`config.mk`:
```
export PLATFORM = sky130hd
export DESIGN_NAME = keypad_scan_flat
export DESIGN_NICKNAME = d
export VERILOG_FILES = /design/src/rtl/keypad_scan_if.sv /design/src/rtl/keypad_scan.sv /design/src/flat_wrapper.sv
export SDC_FILE = /design/constraint.sdc
export NUM_CORES = 1
export LEC_CHECK = 0
export ABC_CLOCK_PERIOD_IN_PS = 3600
export BUFFER_PORTS_ARGS = -buffer_cell sky130_fd_sc_hd__clkbuf_2
export CAP_MARGIN = 20
export CORE_MARGIN = 3
export CORE_UTILIZATION = 35
export CTS_CLUSTER_SIZE = 28
export DETAILED_ROUTE_END_ITERATION = 7
export PLACE_DENSITY = 0.61
export SYNTH_ARGS = -nofsm -noshare
export SYNTH_HDL_FRONTEND = slang
export SYNTH_SLANG_ARGS = --single-unit
export TNS_END_PERCENT = 1
```
`constraint.sdc`:
```
create_clock -name clk_1khz -period 3.6 [get_ports clk_1khz]
set_clock_uncertainty 0.1 [all_clocks]
set_input_delay 0.54 -clock clk_1khz [delete_from_list [all_inputs] [get_ports clk_1khz]]
set_output_delay 0.54 -clock clk_1khz [all_outputs]
set_load 0.1 [all_outputs]
```
`src/rtl/keypad_scan_if.sv`:
```
// Signal bundle between the 4x4 keypad scanner and its surroundings:
// matrix lines plus the accepted-key outputs.
interface keypad_scan_if;
  logic [3:0]  cols_i;
  logic [3:0]  row_o;
  logic [3:0]  key_code_o;
  logic        key_valid_o;
  logic        key_pressed_o;
  logic [31:0] data_o;

  modport master (
    input  cols_i,
    output row_o, key_code_o, key_valid_o, key_pressed_o, data_o
  );

  modport slave (
    output cols_i,
    input  row_o, key_code_o, key_valid_o, key_pressed_o, data_o
  );
endinterface

```
`src/rtl/keypad_scan.sv`:
```
// 4x4 matrix keypad scanner: rotates an active-low row strobe, debounces
// press and release, and shifts each accepted key code into a hex accumulator.
module keypad_scan #(
  parameter int SCAN_HOLD = 4,
  parameter int DEBOUNCE  = 20
) (
  input  logic         clk_1khz,
  input  logic         rst_n_i,
  keypad_scan_if.master kp
);

  typedef enum logic [1:0] {S_SCAN, S_DEBOUNCE, S_PRESSED, S_RELEASE} state_t;

  localparam logic [3:0] HOLD_LAST = 4'(SCAN_HOLD - 1);
  localparam logic [7:0] DB_MAX    = 8'(DEBOUNCE);

  state_t      state_q;
  logic [3:0]  sync1_q, colsync_q;
  logic [3:0]  row_q, hold_q, cand_q, code_q;
  logic [7:0]  cnt_q;
  logic        valid_q, pressed_q;
  logic [31:0] data_q;

  logic [3:0]  row_d;
  logic [3:0]  code_now;
  logic        any_low;

  function automatic logic [1:0] row_index(input logic [3:0] r);
    case (r)
      4'b1101: row_index = 2'd1;
      4'b1011: row_index = 2'd2;
      4'b0111: row_index = 2'd3;
      default: row_index = 2'd0;
    endcase
  endfunction

  // Lowest low column wins when several are pulled down at once.
  function automatic logic [1:0] col_index(input logic [3:0] c);
    if (!c[0])      col_index = 2'd0;
    else if (!c[1]) col_index = 2'd1;
    else if (!c[2]) col_index = 2'd2;
    else            col_index = 2'd3;
  endfunction

  function automatic logic [7:0] sat_inc(input logic [7:0] v);
    sat_inc = (v == 8'hFF) ? v : v + 8'd1;
  endfunction

  assign row_d    = {row_q[2:0], row_q[3]};
  assign any_low  = (colsync_q != 4'hF);
  assign code_now = {row_index(row_q), col_index(colsync_q)};

  always_ff @(posedge clk_1khz or negedge rst_n_i) begin
    if (!rst_n_i) begin
      state_q   <= S_SCAN;
      sync1_q   <= 4'hF;
      colsync_q <= 4'hF;
      row_q     <= 4'b1110;
      hold_q    <= 4'd0;
      cand_q    <= 4'd0;
      code_q    <= 4'd0;
      cnt_q     <= 8'd0;
      valid_q   <= 1'b0;
      pressed_q <= 1'b0;
      data_q    <= 32'd0;
    end else begin
      sync1_q   <= kp.cols_i;
      colsync_q <= sync1_q;
      valid_q   <= 1'b0;
      case (state_q)
        S_SCAN: begin
          if (hold_q == HOLD_LAST) begin
            hold_q <= 4'd0;
            if (any_low) begin
              state_q <= S_DEBOUNCE;
              cand_q  <= code_now;
              cnt_q   <= 8'd1;
            end else begin
              row_q <= row_d;
            end
          end else begin
            hold_q <= hold_q + 4'd1;
          end
        end
        S_DEBOUNCE: begin
          if (!any_low || (code_now != cand_q)) begin
            state_q <= S_SCAN;
            row_q   <= row_d;
            cnt_q   <= 8'd0;
          end else if (cnt_q >= DB_MAX) begin
            state_q   <= S_PRESSED;
            valid_q   <= 1'b1;
            code_q    <= cand_q;
            data_q    <= {data_q[27:0], cand_q};
            pressed_q <= 1'b1;
          end else begin
            cnt_q <= sat_inc(cnt_q);
          end
        end
        S_PRESSED: begin
          if (!any_low) begin
            state_q <= S_RELEASE;
            cnt_q   <= 8'd1;
          end
        end
        S_RELEASE: begin
          // A bounce back to low resumes the hold without a new key event.
          if (any_low) begin
            state_q <= S_PRESSED;
          end else if (cnt_q >= DB_MAX) begin
            state_q   <= S_SCAN;
            pressed_q <= 1'b0;
            row_q     <= row_d;
            cnt_q     <= 8'd0;
          end else begin
            cnt_q <= sat_inc(cnt_q);
          end
        end
        default: state_q <= S_SCAN;
      endcase
    end
  end

  assign kp.row_o         = row_q;
  assign kp.key_code_o    = code_q;
  assign kp.key_valid_o   = valid_q;
  assign kp.key_pressed_o = pressed_q;
  assign kp.data_o        = data_q;

endmodule
```
`src/flat_wrapper.sv`:
```
// flat-port wrapper written by rule: the top's interface ports become plain ports
module keypad_scan_flat 
#(
  parameter int SCAN_HOLD = 4,
  parameter int DEBOUNCE  = 20
)
  (clk_1khz, rst_n_i, kp_cols_i, kp_row_o, kp_key_code_o, kp_key_valid_o, kp_key_pressed_o, kp_data_o);
  keypad_scan_if kp_i ();
  input  logic clk_1khz;
  input  logic rst_n_i;
  input wire logic [$bits(kp_i.cols_i)-1:0] kp_cols_i;
  output wire logic [$bits(kp_i.row_o)-1:0] kp_row_o;
  output wire logic [$bits(kp_i.key_code_o)-1:0] kp_key_code_o;
  output wire logic [$bits(kp_i.key_valid_o)-1:0] kp_key_valid_o;
  output wire logic [$bits(kp_i.key_pressed_o)-1:0] kp_key_pressed_o;
  output wire logic [$bits(kp_i.data_o)-1:0] kp_data_o;
  assign kp_i.cols_i = kp_cols_i;
  assign kp_row_o = kp_i.row_o;
  assign kp_key_code_o = kp_i.key_code_o;
  assign kp_key_valid_o = kp_i.key_valid_o;
  assign kp_key_pressed_o = kp_i.key_pressed_o;
  assign kp_data_o = kp_i.data_o;
  keypad_scan #(.SCAN_HOLD(SCAN_HOLD), .DEBOUNCE(DEBOUNCE)) u_core (.clk_1khz(clk_1khz), .rst_n_i(rst_n_i), .kp(kp_i));
endmodule
```
== After elaboration in Yosys (flattened, before gate mapping) ==
Index checks and enable logic that the tools add are counted.
Cells by class
  bitwise logic cells: 1
  multiplexer cells: 36
  reduce and logical (&&, ||, !) cells: 11
  equality and inequality tests: 22
  order comparisons: 1
  $add $sub $neg: 2
Operators by type and width (count)
  $mux W8: 8
  $pmux W8 S4: 1
  $mux W4: 6
  $mux W2: 9
  $reduce_and A5 Y1: 3
  $pmux W4 S3: 1
  $ne A2 B1 Y1 const B: 5
  $add A8 B1 Y8 const B: 1
  $eq A4 B4 Y1 const B: 2
  $eq A8 B8 Y1 const B: 1
  $ge A8 B5 Y1 const B: 1
  $mux W1: 8
  $ne A2 B2 Y1 const B: 4
  $pmux W2 S4: 1
  $ne A3 B1 Y1 const B: 2
  $pmux W2 S3: 1
  $reduce_and A3 Y1: 2
  $reduce_and A6 Y1: 1
  $add A4 B1 Y4 const B: 1
  $eq A2 B2 Y1 const B: 2
  $eq A4 B2 Y1 const B: 1
  $eq A4 B3 Y1 const B: 1
  $ne A4 B4 Y1: 1
  $ne A4 B4 Y1 const B: 1
  9 further kinds: 9
Storage, ports and cells
  logic and storage cells: 84
  register bits: 68
  input bits: 6
  output and inout bits: 42

== Logic depth before layout (Yosys ltp) ==
Gate-level depths: netlist of the first run.
  word-level depth: 7
  mapped depth: 8

== Worst setup path before layout of the first run ==
No wires, ideal clock.
  path type: flip-flop to flip-flop
  start point: register u_core.row_q[0] (netlist: u_core.kp.row_o[0])
  end point: register u_core.data_q[19] (netlist: u_core.kp.data_o[19])
  stages on the path, launching flop included: 7
  arrival time: 2.384 ns
  path buffers: 1
  path slack: 0.990 ns
  path through: dfrtp_1 > o21ai_0 > o31ai_2 > a32oi_2 > nand2_4 > buf_6 > mux2_4
On the way
  cells in the longest elaborated chain, start to end: 6
RTL lines
  from (decl): line keypad_scan.sv:19  | logic [3:0] row_q, hold_q, cand_q, code_q;
  from (signal assigned): line keypad_scan.sv:79  | row_q <= row_d;
  from (signal assigned): line keypad_scan.sv:88  | row_q <= row_d;
  from (signal assigned): line keypad_scan.sv:113  | row_q <= row_d;
  $eq A4 B3 Y1 or $eq A4 B4 Y1 (tied branches): line keypad_scan.sv:29  | case (r)
  $pmux W2 S3 (*): line keypad_scan.sv:29
  $ne A4 B4 Y1 (*): line keypad_scan.sv:86  | if (!any_low || (code_now != cand_q)) begin
  $logic_or A1 B1 Y1 (*): line keypad_scan.sv:86
  $not A1 Y1 (no line) (*)
  $reduce_and A3 Y1 (no line) (*)
  to (signal assigned): line keypad_scan.sv:94  | data_q <= {data_q[27:0], cand_q};
  to (decl): line keypad_scan.sv:22  | logic [31:0] data_q;
Mark *: on every way between the ends. The rest lies on a longest branch, timed or not.
A chain may end at the register's enable or synchronous reset.

== Final worst setup path of the first run ==
  start point: register u_core.row_q[3] (netlist: u_core.kp.row_o[3])
  end point: register u_core.data_q[21] (netlist: u_core.kp.data_o[21])
Same word-level chain as after synthesis.

==> Flow_metrics.wiki, run 1 <==
{| class="wikitable"
! Metric !! Value
|-
| Flip-flop and latch count after synthesis || 64
|-
| Die area || approximately 9400 um2
|-
| Total CTS buffers || 9
|-
| TritonCTS clock tree || built
|-
| Peak clock frequency supported by timing || 0.410 GHz
|-
| Share of post-route cells with drive strength above 1 || 0.432
|-
| Most used DFF post-synth || sky130_fd_sc_hd__dfrtp_1
|-
| Number of max-slew violations in the final report || 0
|-
| Count of different cell masters after synthesis || 45
|-
| Critical path data arrival time || 2.57 ns
|-
| Post-synthesis instance area || 2890 um2
|-
| Post-route minimum period || 2.44 ns
|-
| Number of antenna violations at the first check in global routing || 0
|-
| Average instance area after synthesis || between 10 and 15 um2
|-
| Post-CTS setup buffer count || 0
|-
| Headroom to the max-slew limit || 0.472
|-
| Overall overflow remaining after global route || 0
|-
| Fillcell total || 752
|-
| Quantity of gates resized following cts || 0
|-
| Final wirelength || a little over 5 mm
|-
| Length of routed met3 wiring || roughly 310 um
|-
| Global-route wire length before repair || between 8 and 9 mm
|-
| Number of nets still failing antenna checks after routing || 0
|-
| Count of yosys warnings during synthesis || 0
|-
| Summed area of non-filler cells in the final layout || between 3000 and 4000 um2
|-
| Number of search-and-repair iterations in the first detailed-routing pass || 4
|-
| Largest fanout on the critical path || 35
|-
| Root Driver || sky130_fd_sc_hd__clkbuf_8
|-
| Proportion of synthesized chip area in sequential cells || 0.559
|-
| H-Tree Depth || 3
|-
| Area used by sequential logic in the layout || about 1600 um2
|-
| Startpoint-to-endpoint class of the critical path || flop to flop
|-
| Core ar. || ~8000 um2
|-
| Setup crit end kind || flop
|-
| Commonest non-fill, non-tap cells in the layout || sky130_fd_sc_hd__dfrtp_1 (53), sky130_fd_sc_hd__clkbuf_2 (47), sky130_fd_sc_hd__mux2_4 (26)
|-
| RSZ-0062 raised after global routing || no
|-
| Combined area of the multi-input logic cells || around 1200 um2
|-
| Clock transition time at the flip-flop clock pins of the worst setup and hold paths || approximately 0.070 ns
|-
| Sum of negative setup slack || 0 ns
|-
| Maximum number of pins on one net before global-route repair || 65
|-
| Cells after Synth || 222
|-
| Cell area reported after detailed placement || roughly 3200 um2
|-
| # clock sinks || 64
|-
| Max clock buf depth || 2
|-
| RD Place Congestion || a little over 0.7
|-
| Clock Latency Late Sink || ~0.34 ns
|-
| Transition at the pin with the smallest max-transition slack || just under 0.8 ns
|-
| Via count of the routed design || roughly 1800
|-
| Final Hold Slack || roughly 0.18 ns
|-
| Growth of design area from synthesis to finish || 16.8%
|-
| Hold-fix buffers, CTS || 0
|-
| Status || complete, no violations
|-
| Effective utilization at floorplan || 0.366
|-
| Boundary pin count || 48
|-
| Number of DRC markers after the initial detailed-route iteration || 50
|-
| Ant diodes || 0
|-
| Commonest non-fill, non-tap cell in the layout || sky130_fd_sc_hd__dfrtp_1
|-
| Post-layout nets || approximately 280
|-
| Proportion of synthesized flip-flops having asynchronous set or reset || 1.00
|-
| DIE WIDTH || 96.9 um
|-
| Total number of placement rows || 32
|-
| Net count of the mapped netlist || 231
|-
| Die height || about 97 um
|-
| Leakage power figure || approximately 1.7 nW
|-
| Post-route DRC violation count || 0
|-
| DPL Wire Length || approximately 3.4 mm
|-
| Power density over cell area || 505 nW/um2
|-
| Final cycle utilization of the critical path || 0.678
|-
| Via/cell ratio || approximately 4.8
|-
| Type of the most critical hold path || primary input to flop
|-
| Top layer in use || met4
|-
| Fin util || 0.428
|-
| Count of flip-flops with a built-in enable after synthesis || 0
|-
| Met2 Wirelength || 2.27 mm
|-
| Wire per inst || 13.4 um
|-
| Peak supply drop || 249 uV
|-
| Final-report hold violation count || 0
|-
| Number of max-cap violations || 0
|-
| Port Buffers || 47
|-
| Final setup vio count || 0
|-
| Kind of launch point of the worst setup path || flop
|-
| Number of global-route vias before repair || 1728
|-
| DRT met1 WL || roughly 2.4 mm
|-
| Total global-route track usage || 0.115
|-
| Worst Path Required || 3.73 ns
|}
final timing paths:
kind / from / to / slack [ns] / cells after the start
hold / removal: kp_cols_i[1] / u_core.sync1_q[1]$_DFF_PN1_ / 0.18 / 1
setup / recovery: u_core.kp.row_o[3]$_DFFE_PN1P_ / u_core.kp.data_o[21]$_DFFE_PN0P_ / 1.16 / 5
min in group asynchronous: rst_n_i / u_core.kp.data_o[16]$_DFFE_PN0P_ / 0.26 / 2
setup reg to reg: u_core.kp.row_o[3]$_DFFE_PN1P_ / u_core.kp.data_o[21]$_DFFE_PN0P_ / 1.16 / 5
hold reg to reg: u_core.sync1_q[3]$_DFF_PN1_ / u_core.colsync_q[3]$_DFF_PN1_ / 0.26 / 0
max in group asynchronous: rst_n_i / u_core.cnt_q[2]$_DFFE_PN0P_ / 2.61 / 2
flip-flops by register name, summed over array words and instances, names as in the netlist:
register,cells
u_core.cand_q,4
u_core.state_q,2
u_core.sync1_q,4
u_core.kp.key_valid_o,1
u_core.kp.key_pressed_o,1
u_core.cnt_q,8
u_core.colsync_q,4
u_core.hold_q,4
u_core.kp.data_o,32
u_core.kp.row_o,4
routing by layer:
layer / track usage / vias to the layer above
li1: - / 881
met3: 0.0541 / 4
met1: 0.153 / 880
met5: 0 / -
met4: 0.0367 / 0
met2: 0.167 / 47
worst max-delay path: stages (launching register included):
cell and delay, ns:
sky130_fd_sc_hd__dfstp_2 0.63, sky130_fd_sc_hd__nor3b_1 0.22, sky130_fd_sc_hd__o2111ai_1 0.17, sky130_fd_sc_hd__a32oi_2 0.39, sky130_fd_sc_hd__nand2_4 0.38, sky130_fd_sc_hd__mux2_4 0.42
Yosys cell counts (2+ instances only):
| library cell | instances | area [um2] |
|---|---|---|
| sky130_fd_sc_hd__nand2b_1 | 2 | 12.5 |
| sky130_fd_sc_hd__o21ai_0 | 16 | 80.1 |
| sky130_fd_sc_hd__and3b_1 | 2 | 17.5 |
| sky130_fd_sc_hd__nor3b_1 | 2 | 15.0 |
| sky130_fd_sc_hd__dfrtp_1 | 53 | 1330 |
| sky130_fd_sc_hd__nor2b_1 | 3 | 18.8 |
| sky130_fd_sc_hd__a32oi_2 | 2 | 32.5 |
| sky130_fd_sc_hd__o2111ai_1 | 2 | 17.5 |
| sky130_fd_sc_hd__xor2_1 | 2 | 17.5 |
| sky130_fd_sc_hd__inv_1 | 5 | 18.8 |
| sky130_fd_sc_hd__and3_1 | 2 | 12.5 |
| sky130_fd_sc_hd__nand4_1 | 2 | 12.5 |
| sky130_fd_sc_hd__nor2_1 | 12 | 45.0 |
| sky130_fd_sc_hd__buf_6 | 4 | 45.0 |
| sky130_fd_sc_hd__mux2_2 | 10 | 113 |
| sky130_fd_sc_hd__ha_1 | 3 | 37.5 |
| sky130_fd_sc_hd__dfstp_2 | 11 | 289 |
| sky130_fd_sc_hd__a41oi_1 | 3 | 26.3 |
| sky130_fd_sc_hd__nor3_1 | 2 | 10.0 |
| sky130_fd_sc_hd__nand2_1 | 14 | 52.6 |
| sky130_fd_sc_hd__mux2_4 | 26 | 390 |
| sky130_fd_sc_hd__clkbuf_1 | 2 | 7.51 |
| sky130_fd_sc_hd__a21oi_1 | 8 | 40.0 |
| sky130_fd_sc_hd__nand3_1 | 8 | 40.0 |
| sky130_fd_sc_hd__buf_4 | 5 | 37.5 |
| sky130_fd_sc_hd__a31oi_1 | 2 | 12.5 |
stage by stage:
step / worst slack (ns) / total power, mW / instances
after detailed placement: 1.15 / 1.07 / 359
after floorplan: 0.990 / 1.00 / 222
after CTS: 1.14 / 1.73 / 375
final: 1.16 / 1.70 / 375
after global routing: 0.990 / 1.81 / 375
after global placement: 1.22 / 1.06 / 359
logic make-up (layout without fill, tap and decap cells):
group,Yosys count,in the layout,synth area share
XOR/XNOR,3,3,0.00909
multiplexers,37,37,0.177
buffers and inverters,18,69,0.0411
flip-flops,64,64,0.559
AO/OA/AOI/OAI,42,42,0.100
AND/OR/NAND/NOR,55,55,0.100
adder cells (fa/ha/maj),3,3,0.0130
power by group:
| group | internal [mW] | switching [mW] |
|---|---|---|
| sequential | 0.765 | 0.0514 |
| clock | 0.381 | 0.274 |
| combinational | 0.0919 | 0.142 |
cell type report:
cell class                      instances  share of cell area
Sequential cell                        64               0.478
Multi-Input combinational cell        140               0.342
Timing Repair Buffer                   48              0.0719
Clock buffer                           13              0.0500
Tap cell                              102              0.0378
Clock inverter                          3              0.0141
Inverter                                5             0.00556
Note: power is estimated with default switching activity, not from simulation.
==> inputs of run 2 (changes only) <==
ABC_CLOCK_PERIOD_IN_PS = 2200   (was 3600)
PLACE_DENSITY = 0.63   (was 0.61)
clock period = 2.2 ns   (was 3.6 ns; I/O delays follow)
==> run 2 against run 1 <==
Compared with the run above:
- wire length is 7.0% higher
- count of clock-buffer cells in the layout down 2
- non-clock buffer count grew 18
- fmax is 13% higher
- setup slack worse by 1.1 ns
- final cell count grew 4.8%
- final area is 8.1% higher
- clock power up 88%
- sequential power rose by 62%
- critical endpoint is now u_core.kp.data_o[27]$_DFFE_PN0P_
- largest power group unchanged
==> Flow_metrics.wiki, run 2 (synthesized netlist as in run 1, its figures left out) <==
{| class="wikitable"
! Metric !! Value
|-
| Die height || 96.9 um (unchanged)
|-
| DPL Wire Length || 3.89 mm (was 3.40 mm)
|-
| Global routing usage on met3 || 0.0505 (was 0.0541)
|-
| Commonest non-fill, non-tap cell in the layout || sky130_fd_sc_hd__dfrtp_1 (unchanged)
|-
| Total number of placement rows || 32 (unchanged)
|-
| Final-report hold violation count || 0 (unchanged)
|-
| Cell depth of the worst hold path || 0 (was 1)
|-
| Global-route wire length before repair || 9.81 mm (was 8.68 mm)
|-
| Type of the most critical hold path || flop to flop (was primary input to flop)
|-
| Final wirelength || 5.40 mm (was 5.04 mm)
|-
| Headroom to the max-slew limit || 0.607 (was 0.472)
|-
| Number of nets still failing antenna checks after routing || 0 (unchanged)
|-
| Cell area reported after detailed placement || 3300 um2 (was 3160 um2)
|-
| Critical path buffer and inverter count || 1 (was 0)
|-
| Share of post-route cells with drive strength above 1 || 0.467 (was 0.432)
|-
| Post-route minimum period || 2.16 ns (was 2.44 ns)
|-
| Total CTS buffers || 9 (unchanged)
|-
| Commonest non-fill, non-tap cells in the layout || sky130_fd_sc_hd__dfrtp_1 (52), sky130_fd_sc_hd__clkbuf_2 (47), sky130_fd_sc_hd__mux2_4 (27) (was sky130_fd_sc_hd__dfrtp_1 (53), sky130_fd_sc_hd__clkbuf_2 (47), sky130_fd_sc_hd__mux2_4 (26))
|-
| Post-CTS setup buffer count || 0 (unchanged)
|-
| RSZ-0062 raised after global routing || yes (was no)
|-
| CP cell instances || and3b_1 > o2111ai_2 > a32oi_4 > nand2_4 > buf_12 > mux2_4 (was nor3b_1 > o2111ai_1 > a32oi_2 > nand2_4 > mux2_4)
|-
| Number of max-cap violations || 0 (unchanged)
|-
| Final cycle utilization of the critical path || 0.982 (was 0.678)
|-
| Worst Path Required || 2.32 ns (was 3.73 ns)
|-
| Number of max-slew violations in the final report || 0 (unchanged)
|-
| Fin util || 0.463 (was 0.428)
|-
| Setup crit end kind || flop (unchanged)
|-
| GR Util met1 || 0.163 (was 0.153)
|-
| Summed area of non-filler cells in the final layout || 3650 um2 (was 3380 um2)
|-
| Slowest stage cell, crit path || sky130_fd_sc_hd__dfstp_4 (was sky130_fd_sc_hd__dfstp_2)
|-
| Beginning of the worst hold path || u_core.sync1_q[0]$_DFF_PN1_ (was kp_cols_i[1])
|-
| Ant diodes || 0 (unchanged)
|-
| TritonCTS clock tree || built (unchanged)
|-
| Final setup vio count || 0 (unchanged)
|-
| Number of search-and-repair iterations in the first detailed-routing pass || 4 (unchanged)
|-
| Worst reg2reg startpoint || u_core.kp.row_o[2]$_DFFE_PN1P_ (was u_core.kp.row_o[3]$_DFFE_PN1P_)
|-
| Transition at the pin with the smallest max-transition slack || 0.589 ns (was 0.793 ns)
|-
| Boundary pin count || 48 (unchanged)
|-
| Peak supply drop || 434 uV (was 249 uV)
|-
| Slack of the worst reg-to-reg path || 0.04 ns (was 1.16 ns)
|-
| Critical path data arrival time || 2.28 ns (was 2.57 ns)
|-
| Root Driver || sky130_fd_sc_hd__clkbuf_8 (unchanged)
|-
| Largest fanout on the critical path || 17 (was 35)
|-
| Maximum number of pins on one net before global-route repair || 25 (was 65)
|-
| Number of DRC markers after the initial detailed-route iteration || 81 (was 50)
|-
| Clock Latency Late Sink || 0.33 ns (was 0.34 ns)
|-
| Sum of negative setup slack || 0 ns (unchanged)
|-
| Reg-to-Reg End || u_core.kp.data_o[27]$_DFFE_PN0P_ (was u_core.kp.data_o[21]$_DFFE_PN0P_)
|-
| DIE WIDTH || 96.9 um (unchanged)
|-
| Core ar. || 7890 um2 (unchanged)
|-
| Wire per inst || 13.7 um (was 13.4 um)
|-
| Leakage power figure || 1.86 nW (was 1.73 nW)
|-
| Via count of the routed design || 1914 (was 1812)
|-
| H-Tree Depth || 3 (unchanged)
|-
| Total global-route track usage || 0.127 (was 0.115)
|-
| Flip-flop count of the largest register, all copies and words added || 32 (unchanged)
|-
| Max clock buf depth || 2 (unchanged)
|-
| Effective utilization at floorplan || 0.366 (unchanged)
|-
| RD Place Congestion || 0.778 (was 0.705)
|-
| Power density over cell area || 840 nW/um2 (was 505 nW/um2)
|-
| Worst hold endpoint || u_core.colsync_q[0]$_DFF_PN1_ (was u_core.sync1_q[1]$_DFF_PN1_)
|-
| Grt met2 use || 0.201 (was 0.167)
|-
| Crit path max-delay family || flip-flops (unchanged)
|-
| Growth of design area from synthesis to finish || 26.3% (was 16.8%)
|-
| Clock transition time at the flip-flop clock pins of the worst setup and hold paths || 0.07 ns (about the same)
|-
| Post-layout nets || 295 (was 277)
|-
| # clock sinks || 64 (unchanged)
|-
| Most Used Layer, Global Route || met2 (unchanged)
|-
| Via/cell ratio || 4.87 (was 4.83)
|-
| Final Hold Slack || 0.256 ns (was 0.180 ns)
|-
| Number of global-route vias before repair || 2001 (was 1728)
|-
| Peak clock frequency supported by timing || 0.463 GHz (was 0.410 GHz)
|-
| Number of antenna violations at the first check in global routing || 0 (unchanged)
|-
| Startpoint-to-endpoint class of the critical path || flop to flop (unchanged)
|-
| Worst Reg-to-Reg Cells || 6 (was 5)
|-
| Status || complete, no violations (unchanged)
|-
| Overall overflow remaining after global route || 0 (unchanged)
|-
| Post-route DRC violation count || 0 (unchanged)
|-
| Kind of launch point of the worst setup path || flop (unchanged)
|-
| Die area || 9380 um2 (unchanged)
|-
| Port Buffers || 47 (unchanged)
|-
| Maximum cell stage delay along the critical path || 0.65 ns (was 0.63 ns)
|}
[run 2: routing by layer]
metal  part of all wire  vias up
li1                   -      915
met3              0.054        4
met5                  0        -
met1               0.46      948
met4             0.0054        0
met2               0.48       47
[run 2: worst max-delay path by stage]
stage / from / end / slack (ns) / depth (start not counted)
6_report: u_core.kp.row_o[2]$_DFFE_PN1P_ / u_core.kp.data_o[27]$_DFFE_PN0P_ / 0.04 / 6
5_1_grt: u_core.kp.row_o[3]$_DFFE_PN1P_ / u_core.kp.row_o[0]$_DFFE_PN0P_ / -0.03 / 6
4_1_cts: u_core.kp.row_o[3]$_DFFE_PN1P_ / u_core.kp.data_o[14]$_DFFE_PN0P_ / 0.04 / 6
3_5_place_dp: u_core.kp.row_o[3]$_DFFE_PN1P_ / u_core.cnt_q[5]$_DFFE_PN0P_ / 0.04 / 7
3_3_place_gp: u_core.kp.row_o[3]$_DFFE_PN1P_ / u_core.kp.data_o[14]$_DFFE_PN0P_ / 0.06 / 6
2_1_floorplan: u_core.kp.row_o[3]$_DFFE_PN1P_ / u_core.kp.data_o[19]$_DFFE_PN0P_ / -0.22 / 7
[run 2: power breakdown]
part	switching [mW]	internal (mW)	total (mW)	leakage [nW]
registers	0.0709	1.25	1.32	0.844
logic	0.289	0.228	0.518	0.892
clock network	0.443	0.784	1.23	0.124
[run 2: final cells by class]
cell class,instances,area (um2)
multi-input cells,140,1210
inverters,5,18.8
repair buffers,66,423
clock buffers,11,141
well taps,102,128
clock inverters,5,104
fillers,724,4240
flip-flops and latches,64,1630
[run 2: worst reg2reg max path, cell delays in order (launching register included)]
cell	delay [ns]
sky130_fd_sc_hd__dfstp_4	0.65
sky130_fd_sc_hd__and3b_1	0.18
sky130_fd_sc_hd__o2111ai_2	0.17
sky130_fd_sc_hd__a32oi_4	0.35
sky130_fd_sc_hd__nand2_4	0.11
sky130_fd_sc_hd__buf_12	0.18
sky130_fd_sc_hd__mux2_4	0.30
[run 2: timing repair]
item / in CTS / in global routing
gates resized for setup: 0 / 10
endpoints found under the setup margin: 0 / 18
hold endpoints to repair: 21 / 0
hold buffers: 5 / 0
[run 2: per-stage QoR]
step | power [mW] | instances | setup slack, ns
after floorplan | 1.64 | 222 | -0.222
after global placement | 1.82 | 372 | 0.0588
after detailed placement | 1.83 | 372 | 0.0374
after CTS | 3.09 | 393 | 0.0376
after global routing | 3.24 | 393 | -0.0311
final | 3.07 | 393 | 0.0402
